File: config.mk
export PLATFORM = sky130hd
export DESIGN_NAME = seq_divider_flat
export DESIGN_NICKNAME = d
export VERILOG_FILES = /design/src/rtl/seq_divider_if.sv /design/src/rtl/seq_divider.sv /design/src/flat_wrapper.sv
export SDC_FILE = /design/constraint.sdc
export NUM_CORES = 1
export LEC_CHECK = 0
export ABC_AREA = 1
export BUFFER_PORTS_ARGS = -buffer_cell sky130_fd_sc_hd__buf_2
export CAP_MARGIN = 5
export CORE_MARGIN = 4
export CORE_UTILIZATION = 50
export DETAILED_ROUTE_END_ITERATION = 16
export PLACE_DENSITY = 0.71
export RECOVER_POWER = 100
export SLEW_MARGIN = 30
export SYNTH_ARGS = -nofsm -noshare
export SYNTH_HDL_FRONTEND = slang
export SYNTH_SLANG_ARGS = --single-unit
File: constraint.sdc
create_clock -name clk -period 5.15 [get_ports clk]
set_input_delay 0 -clock clk [delete_from_list [all_inputs] [get_ports clk]]
set_output_delay 0 -clock clk [all_outputs]
set_load 0.005 [all_outputs]
File: src/rtl/seq_divider_if.sv
// Start/finish handshake bundle for the sequential divider.
// Operands flow master->slave; results and status flow back.
interface seq_divider_if #(
    parameter int unsigned LEN = 32
);
    logic [LEN-1:0] dividend;
    logic [LEN-1:0] divisor;
    logic           start;
    logic [LEN-1:0] quotient;
    logic [LEN-1:0] remainder;
    logic           div_by_zero;
    logic           busy;
    logic           finish;

    modport master (
        output dividend, divisor, start,
        input  quotient, remainder, div_by_zero, busy, finish
    );

    modport slave (
        input  dividend, divisor, start,
        output quotient, remainder, div_by_zero, busy, finish
    );
endinterface

File: src/rtl/seq_divider.sv
// Unsigned restoring divider, one quotient bit per clock.
// Shares the IDLE/WORK/FINAL start/finish handshake with the shift-add multiplier.
module seq_divider #(
    parameter int unsigned LEN = 32
) (
    input logic         clk,
    input logic         rst,
    seq_divider_if.slave bus
);
    localparam int unsigned CntW = $clog2(LEN + 1);

    typedef enum logic [1:0] {StIdle, StWork, StFinal} state_e;

    state_e         r_state;
    state_e         w_state_next;
    logic [CntW-1:0] r_count;
    logic [LEN-1:0] r_divisor;
    logic [LEN-1:0] r_q;
    logic [LEN:0]   r_rem;
    logic [LEN-1:0] r_quotient;
    logic [LEN-1:0] r_remainder;
    logic           r_dbz;
    logic           r_finish;
    logic [LEN:0]   w_shifted;
    logic [LEN:0]   w_diff;
    logic           w_last;

    assign w_shifted = {r_rem[LEN-1:0], r_q[LEN-1]};
    assign w_diff    = w_shifted - {1'b0, r_divisor};
    assign w_last    = (r_count == CntW'(LEN - 1));

    always_comb begin
        w_state_next = r_state;
        unique case (r_state)
            StIdle:  if (bus.start) w_state_next = StWork;
            StWork:  if (w_last) w_state_next = StFinal;
            StFinal: w_state_next = StIdle;
            default: w_state_next = StIdle;
        endcase
    end

    always_ff @(posedge clk or posedge rst) begin
        if (rst) begin
            r_state <= StIdle;
        end else begin
            r_state <= w_state_next;
        end
    end

    always_ff @(posedge clk or posedge rst) begin
        if (rst) begin
            r_count     <= '0;
            r_divisor   <= '0;
            r_q         <= '0;
            r_rem       <= '0;
            r_quotient  <= '0;
            r_remainder <= '0;
            r_dbz       <= 1'b0;
            r_finish    <= 1'b0;
        end else begin
            case (r_state)
                StIdle: begin
                    r_finish <= 1'b0;
                    if (bus.start) begin
                        r_divisor <= bus.divisor;
                        r_q       <= bus.dividend;
                        r_rem     <= '0;
                        r_count   <= '0;
                    end
                end
                StWork: begin
                    // Negative difference means the trial subtraction is undone.
                    if (!w_diff[LEN]) begin
                        r_rem <= w_diff;
                    end else begin
                        r_rem <= w_shifted;
                    end
                    r_q     <= {r_q[LEN-2:0], ~w_diff[LEN]};
                    r_count <= r_count + CntW'(1);
                end
                StFinal: begin
                    r_quotient  <= r_q;
                    r_remainder <= r_rem[LEN-1:0];
                    r_dbz       <= (r_divisor == '0);
                    r_finish    <= 1'b1;
                end
                default: ;
            endcase
        end
    end

    assign bus.quotient    = r_quotient;
    assign bus.remainder   = r_remainder;
    assign bus.div_by_zero = r_dbz;
    assign bus.finish      = r_finish;
    assign bus.busy        = (r_state != StIdle);
endmodule

File: src/flat_wrapper.sv
// flat-port wrapper written by rule: the top's interface ports become plain ports
module seq_divider_flat 
#(
    parameter int unsigned LEN = 32
)
  (clk, rst, bus_dividend, bus_divisor, bus_start, bus_quotient, bus_remainder, bus_div_by_zero, bus_busy, bus_finish);
  seq_divider_if #(.LEN(LEN)) bus_i ();
  input logic clk;
  input logic rst;
  input wire logic [$bits(bus_i.dividend)-1:0] bus_dividend;
  input wire logic [$bits(bus_i.divisor)-1:0] bus_divisor;
  input wire logic [$bits(bus_i.start)-1:0] bus_start;
  output wire logic [$bits(bus_i.quotient)-1:0] bus_quotient;
  output wire logic [$bits(bus_i.remainder)-1:0] bus_remainder;
  output wire logic [$bits(bus_i.div_by_zero)-1:0] bus_div_by_zero;
  output wire logic [$bits(bus_i.busy)-1:0] bus_busy;
  output wire logic [$bits(bus_i.finish)-1:0] bus_finish;
  assign bus_i.dividend = bus_dividend;
  assign bus_i.divisor = bus_divisor;
  assign bus_i.start = bus_start;
  assign bus_quotient = bus_i.quotient;
  assign bus_remainder = bus_i.remainder;
  assign bus_div_by_zero = bus_i.div_by_zero;
  assign bus_busy = bus_i.busy;
  assign bus_finish = bus_i.finish;
  seq_divider #(.LEN(LEN)) u_core (.clk(clk), .rst(rst), .bus(bus_i));
endmodule
Yosys cells after proc, flatten, opt, wreduce, memory -nomap -nowiden. Cells that the tools add are included.

Register bits: 170. Input bits: 67. Output and inout bits: 67. Logic and storage cells: 36.

Add/subtract/negate cells: 2. Equality and inequality tests: 5. Muxes and demuxes: 11. Bitwise operators: 1. Reductions and logical operators: 8.

Operators with widths (count): $pmux 32 s2 (2); $mux 32 (3); $sub 33x32->33 (1); $logic_not 32->1 (1); $pmux 6 s2 (1); $add 6x1->6 const B (1); $eq 6x5->1 const B (1); $mux 6 (1); $reduce_and 2->1 (3); $reduce_bool 2->1 (3); $mux 2 (2); $pmux 2 s2 (1); $eq 2x1->1 const B (1); $eq 2x2->1 const B (1); $logic_not 2->1 (1); $ne 2x1->1 const B (1); $ne 2x2->1 const B (1); $pmux 1 s2 (1); $not 1->1 (1).

Longest topological paths before layout. Gate-level depths: netlist of the first run.

Depth in word-level cells: 3. Gate-level depth with buffers: 19. Depth with buffers taken out: 18.

Worst setup path before layout of the first run. Ideal clock, no wire load.

Path kind: register to register. Start: reg u_core.r_q[31]. End: reg u_core.r_rem[14]. Setup time: 0.118 ns. Arrival time: 2.068 ns. Data required time: 5.032 ns. Slack: 2.964 ns. Cell stages (with the launch flop): 18. Path buffers: 1. Clock period less this slack: 2.186 ns. Path through: dfrtp_1 -> inv_1 -> ha_1 -> inv_1 -> fa_1 -> nand2_1 -> nand2_1 -> nand3b_1 -> nand2_2 -> nand2_2 -> nand2_2 -> nand2_2 -> nand3_1 -> nand2_4 -> buf_8 -> nand2_2 -> nand3_1 -> nand2_1.

Cells in the longest elaborated chain, start to end: 3.

RTL lines: from (decl) (RTL line seq_divider.sv:18) `logic [LEN-1:0] r_q;`; from (signal assigned) (RTL line seq_divider.sv:66) `r_q <= bus.dividend;`; from (signal assigned) (RTL line seq_divider.sv:78) `r_q <= {r_q[LEN-2:0], ~w_diff[LEN]};`; $sub 33x32->33 (RTL line seq_divider.sv:29) `assign w_diff = w_shifted - {1'b0, r_divisor};`; $mux 32 (RTL line seq_divider.sv:73) `if (!w_diff[LEN]) begin`; $pmux 32 s2 (RTL line seq_divider.sv:61) `case (r_state)`; to (signal assigned) (RTL line seq_divider.sv:74) `r_rem <= w_diff;`; to (signal assigned) (RTL line seq_divider.sv:76) `r_rem <= w_shifted;`; to (decl) (RTL line seq_divider.sv:19) `logic [LEN:0] r_rem;`.

Every way passes these cells. A chain may end at the register's enable or synchronous reset.

Final worst setup path of the first run.
Start: reg u_core.r_q[31]. End: reg u_core.r_rem[27].

Same word-level chain as after synthesis.

==> reports/results.ini, run 1 <==
[finish]
final_util_pct = 62.0
drive_gt1_share_pct = 11.1
fin_cells = 1766
syn_to_final_growth_pct = 21.3
nNetsFinal = 1594
diodes = 0

[pwr]
seq_power_share_pct = 48.3
p_int_mw = 2.09
sw_frac_of_total_pct = 24.2
p_clk_share_pct = 48.4
switchingPower_mw = 0.669
power.density_mw_per_mm2 = 236
comb_power_share_pct = 3.3
vdd_drop_max_uv = 229
power_mw = 2.76
p_leak_nw = 6.51

[timing]
finalSetupViolations = 0
fin_setup_tns_ns = 0
period_minus_slack_ns = 3.41
finalHoldViolations = 0
rsz0062_at_grt = false
slew_viol_final = 218
finClkSkew_ns = 0.00889
fmax_mhz = 294
finalCritPeriodShare_pct = 66.2
slew_headroom_pct = -61.7
worstMarginPinSlew_ns = 2.43

[run]
cap_violations = 2

[routing]
first_pass_iters = 5
postRouteWirelength_mm = 24.8
route.detailed.wl_per_inst_um = 14.0
drtAntennaViolNets = 0
drtIter0Drc = 564
vias = 8829
via_per_inst = 5.00
drc = 0

[clock_tree]
cts-hold-fix-buffers = 66
insertion_delay_ns = 0.44
cts_setup_buffers = 0
cts-resized-gates = 0
cts.sinks = 170
clkTransAtPathRegs_ns = 0.07
cts_buffers = 17
cts_buffer_depth = 2
htree_levels = 4
tritoncts = yes
clock-root-buffer = clkbuf_16

[synth]
synth.top_cell.area_share_pct = 44.2
synth_seq_area_share_pct = 44.2
yosysMostFrequentCell = nand2_1
synthTopCellsByArea = dfrtp_1, nand2_1, inv_1, ha_1, o21ai_0
ys_top_cells_by_count = nand2_1, inv_1, dfrtp_1
ys_types = 37
syn_area_per_cell_um2 = 7.32
synth_edf_count = 0
async_reset_ff_share_pct = 100
synth.largest_area_cell = dfrtp_1
syn_nets = 1417
synth-main-ff-cell = dfrtp_1
syn_area_mm2 = 0.00963
ys_warn_count = 0
netlist_instances = 1316
ys_ff_latch = 170

[critical_path]
worst_path_max_delay_cell = nand2_1
cpPeakStageDelay_ns = 0.70
crit_path_end_kind = register
path_common_cell = nand2_1
crit_chain = inv_1 -> ha_1 -> inv_1 -> fa_1 -> nand2_1 -> nand2_1 -> nand3b_1 -> nand2_1 -> nand2_2 -> nand2_1 -> nand2_1 -> nand2_2 -> nand2_2 -> nand2_1 -> nand2_1 -> nand2_1 -> nand2_1 -> nand2_1
cp_max_fo = 33
r2r_start = u_core.r_q[31]
crit_path_start = u_core.r_q[31]
path_class = register to register
crit_required_ns = 5.47
cp-start-kind = register
cp.arrival_ns = 3.73

[place]
placed_cells = 1668
numPortBuffers = 133
place_congestion = 0.925
hpwl_mm = 17.2

[floorplan]
fp.dieW_um = 147
die-area_mm2 = 0.0215
io_pins = 134
rows = 50
core-area_mm2 = 0.0188
initial_core_util_pct = 51.1
die_h_um = 147

[global_routing]
grt_usage_pct = 23.6
grt_pass1_vias = 8552
overflow = 0
antenna_found_initial = 0
grt_max_degree = 120
grt_pass1_wl_mm = 41.9

[min_path]
hold_path.class = primary input to register
hp-start = bus_divisor[15]

[run_status]
violations = capacitance limit, slew limit
status = finished, violations left

## registers in the layout, summed over array words and instances (netlist names)
name,cells
u_core.bus.div_by_zero,1
u_core.bus.finish,1
u_core.bus.quotient,32
u_core.bus.remainder,32
u_core.r_count,6
u_core.r_divisor,32
u_core.r_q,32
u_core.r_rem,32
u_core.r_state,2
## area by class of cell
class	count	area, µm²
clock buffer	17	425
fill	1741	7150
inverter	220	831
timing repair buffer	204	1320
multi-input combinational	880	4330
tap	260	325
clock inverter	15	198
sequential	170	4250
## per-layer routing
layer	wire length (µm)	share of wire (%)	up-vias	GRT usage [%]
met2	11800	47	239	39.2
li1	-	-	4470	-
met4	376	1.5	0	6.26
met5	0	0	-	0
met3	1260	5.1	32	3.61
met1	11400	46	4088	32.4
## cell usage in the layout (no fill, tap or decap), types with 21 or more instances in the layout
| master | netlist | layout |
|---|---|---|
| nand2_1 | 451 | 454 |
| inv_1 | 219 | 218 |
| dfrtp_1 | 170 | 170 |
| buf_2 | 2 | 100 |
| nor2_1 | 80 | 79 |
| o21ai_0 | 73 | 73 |
| dlygate4sd3_1 | 0 | 66 |
| nand3_1 | 56 | 56 |
| a21oi_1 | 49 | 49 |
| ha_1 | 33 | 33 |
| clkbuf_1 | 39 | 33 |
| nor3_1 | 21 | 21 |
## critical path, delay by kind of cell, from the launching register on
| kind | cells | cell delay, ns |
|---|---|---|
| AND/OR/NAND/NOR | 14 | 2.17 |
| adder cells (fa/ha/maj) | 2 | 0.60 |
| flip-flops | 1 | 0.36 |
| buffers and inverters | 2 | 0.17 |
## final timing paths
kind / to / slack [ns] / cells past startpoint
setup / recovery: u_core.r_rem[27] / 1.74 / 18
hold / removal: u_core.r_divisor[15] / 0.34 / 4
setup reg to reg: u_core.r_rem[27] / 1.74 / 18
hold reg to reg: u_core.bus.remainder[4] / 0.48 / 2
max in group asynchronous: u_core.r_rem[18] / 2.12 / 4
min in group asynchronous: u_core.r_q[29] / 0.85 / 3
## power groups by stage
stage / clock network (mW) / registers, mW / logic [mW]
final: 1.34 / 1.33 / 0.0912
after global routing: 1.42 / 1.33 / 0.102
after CTS: 1.36 / 1.33 / 0.0930
after detailed placement: 0 / 1.36 / 0.0547
after global placement: 0 / 1.36 / 0.0553
after floorplan: 0 / 1.36 / 0.0196
## through the flow
stage          worst slack [ns]  cell area [µm²]  hold slack, ns
3_5_place_dp               2.49            10500           0.214
4_1_cts                    2.48            11700           0.194
3_3_place_gp               2.63            10500           0.242
6_report                   1.74            11700           0.336
2_1_floorplan             0.547             9630           0.151
5_1_grt                    1.32            11700           0.357
## kinds of logic (layout without fill, tap and decap cells)
logic type	count (synthesis)	after routing	share of synthesized area [%]
buffers and inverters	266	456	10.8
DFF	170	170	44.2
xor gates and xnor gates	16	16	1.46
muxes	8	8	0.936
AOI/OAI and AO/OA	167	167	10.1
adders and majority gates	34	34	4.50
and+or+nand+nor	655	655	28.0
Note: power is estimated with default switching activity, not from simulation.
==> inputs of run 2 (changes only) <==
==> constraint.sdc (replaced) <==
create_clock -name clk -period 3.4 [get_ports clk]
set_input_delay 0 -clock clk [delete_from_list [all_inputs] [get_ports clk]]
set_output_delay 0 -clock clk [all_outputs]
set_load 0.005 [all_outputs]
==> run 2 against run 1 <==
The run still ends with capacitance limit, slew limit left. Clock skew rose by 0.0038 ns. Routed wire length increased by 0.56%. Global-route usage barely moved. Clock-buffer cell count stayed put. Utilization did not move.
==> reports/results.ini, run 2 (synthesis results as in run 1) <==
[min_path]
hp-start = bus_divisor[12]  ; was bus_divisor[15]
min_to = u_core.r_divisor[12]  ; was u_core.r_divisor[15]
hold_path.class = primary input to register  ; unchanged
hold_depth = 4  ; unchanged

[timing]
slew_viol_final = 247  ; was 218
fin_setup_tns_ns = 0  ; unchanged
fmax_mhz = 350  ; was 294 MHz
finalCritPeriodShare_pct = 84.1  ; was 66.2%
period_minus_slack_ns = 2.86  ; was 3.41 ns
finalHoldViolations = 0  ; unchanged
finClkSkew_ns = 0.0127  ; was 0.00889 ns
fin_ws_ns = 0.542  ; was 1.74 ns
slew_headroom_pct = -35.4  ; was -61.7%
worstMarginPinSlew_ns = 2.03  ; was 2.43 ns
rsz0062_at_grt = false  ; unchanged
finalSetupViolations = 0  ; unchanged

[finish]
drive_gt1_share_pct = 11.5  ; was 11.1%
final_common_cell = nand2_1  ; unchanged
seq_area_mm2 = 0.00425  ; unchanged
fillers = 1673  ; was 1741
final_cell_mix = nand2_1, inv_1, dfrtp_1  ; unchanged
final_util_pct = 62.0  ; unchanged
multi_input_area_mm2 = 0.00433  ; about the same
syn_to_final_growth_pct = 21.3  ; unchanged
nNetsFinal = 1598  ; was 1594
diodes = 0  ; unchanged

[critical_path]
cp.arrival_ns = 3.17  ; was 3.73 ns
cp_max_fo = 28  ; was 33
r2r_setup_slack_ns = 0.54  ; was 1.74 ns
crit_required_ns = 3.71  ; was 5.47 ns
crit_path_end_kind = register  ; unchanged
r2r_cells = 16  ; was 18
path_class = register to register  ; unchanged
reg2reg_to = u_core.r_rem[24]  ; was u_core.r_rem[27]
cp-start-kind = register  ; unchanged
r2r_start = u_core.r_q[31]  ; unchanged

[clock_tree]
tritoncts = yes  ; unchanged
insertion_delay_ns = 0.44  ; about the same
clock-root-buffer = clkbuf_16  ; unchanged
cts-hold-fix-buffers = 67  ; was 66
cts-resized-gates = 0  ; unchanged
htree_levels = 4  ; unchanged
cts_buffer_depth = 2  ; unchanged
cts.sinks = 170  ; unchanged
cts_buffers = 17  ; unchanged
cts_setup_buffers = 0  ; unchanged
clkTransAtPathRegs_ns = 0.07  ; about the same

[run]
cap_violations = 3  ; was 2

[routing]
postRouteWirelength_mm = 25.0  ; was 24.8 mm
drtAntennaViolNets = 0  ; unchanged
via_per_inst = 4.99  ; was 5.00
drtIter0Drc = 583  ; was 564
drc = 0  ; unchanged
first_pass_iters = 5  ; unchanged
vias = 8835  ; was 8829
route.detailed.wl_per_inst_um = 14.1  ; was 14.0 µm

[global_routing]
grt_pass1_vias = 8372  ; was 8552
grt_usage_pct = 23.5  ; was 23.6%
grt_max_degree = 108  ; was 120
antenna_found_initial = 0  ; unchanged
overflow = 0  ; unchanged
grt_pass1_wl_mm = 41.6  ; was 41.9 mm

[floorplan]
die-area_mm2 = 0.0215  ; unchanged
core-area_mm2 = 0.0188  ; unchanged
rows = 50  ; unchanged
initial_core_util_pct = 51.1  ; unchanged
io_pins = 134  ; unchanged
fp.dieW_um = 147  ; unchanged
die_h_um = 147  ; unchanged

[run_status]
status = finished, violations left  ; unchanged
violations = capacitance limit, slew limit  ; unchanged

[place]
hpwl_mm = 17.3  ; was 17.2 mm
dpl_worst_slack_ns = 0.765  ; was 2.49 ns
numPortBuffers = 133  ; unchanged
place_congestion = 0.901  ; was 0.925

[pwr]
p_leak_nw = 6.52  ; was 6.51 nW
sw_frac_of_total_pct = 24.8  ; was 24.2%
power.density_mw_per_mm2 = 352  ; was 236 mW/mm²
switchingPower_mw = 1.02  ; was 0.669 mW
comb_power_share_pct = 3.4  ; was 3.3%
p_int_mw = 3.09  ; was 2.09 mW
p_clk_share_pct = 47.4  ; was 48.4%
seq_power_share_pct = 49.2  ; was 48.3%
vdd_drop_max_uv = 345  ; was 229 µV

-- run 2: power groups by stage --
stage                     logic, mW  registers (mW)  clock network, mW
after floorplan              0.0300            2.06                  0
after global placement       0.0877            2.06                  0
after detailed placement     0.0871            2.06                  0
after CTS                     0.146            2.02               1.98
after global routing          0.156            2.02               2.06
final                         0.140            2.02               1.95
-- run 2: layout make-up --
| cell class | count | share of cell area, % |
|---|---|---|
| repair buffers | 208 | 11.5 |
| inverters | 220 | 7.08 |
| flip-flops and latches | 170 | 36.4 |
| well taps | 260 | 2.79 |
| multi-input cells | 880 | 37.1 |
| clock buffers | 17 | 3.64 |
| clock inverters | 15 | 1.48 |
-- run 2: metrics by stage --
stage	cell area [µm²]	total power [mW]	instances	hold slack (ns)
final	11700	4.11	1770	0.330
after global routing	11700	4.24	1770	0.345
after CTS	11800	4.15	1770	0.243
after detailed placement	10500	2.15	1671	-0.102
after global placement	10500	2.15	1671	-0.0952
after floorplan	9630	2.09	1316	0.151
-- run 2: per-layer routing --
metal / global-route usage [%] / share of wire [%] / vias to the layer above
li1: - / - / 4495
met1: 32.4 / 47 / 4112
met2: 38.6 / 47 / 198
met3: 3.98 / 4.8 / 30
met4: 6.68 / 1.7 / 0
met5: 0 / 0 / -
-- run 2: worst max-delay path by stage --
| stage | from | end | slack (ns) |
|---|---|---|---|
| after floorplan | u_core.r_q[31] | u_core.r_rem[14] | 1.21 |
| after global placement | u_core.r_q[31] | u_core.r_rem[26] | 0.89 |
| after detailed placement | u_core.r_q[31] | u_core.r_rem[31] | 0.77 |
| after CTS | u_core.r_q[31] | u_core.r_rem[31] | 0.75 |
| after global routing | u_core.r_q[31] | u_core.r_rem[18] | 0.26 |
| final | u_core.r_q[31] | u_core.r_rem[24] | 0.54 |
-- run 2: critical path: stages (launching register included) --
cell,delay (ns)
dfrtp_1,0.36
inv_1,0.11
ha_1,0.18
inv_1,0.07
fa_1,0.42
nand2_1,0.10
nand2_1,0.05
nand3b_1,0.09
nand2_1,0.13
nand2_2,0.08
nand2_1,0.08
nand2_1,0.12
nand3_1,0.09
nand2_2,0.56
nand2_1,0.11
nand3_1,0.12
nand2_1,0.07
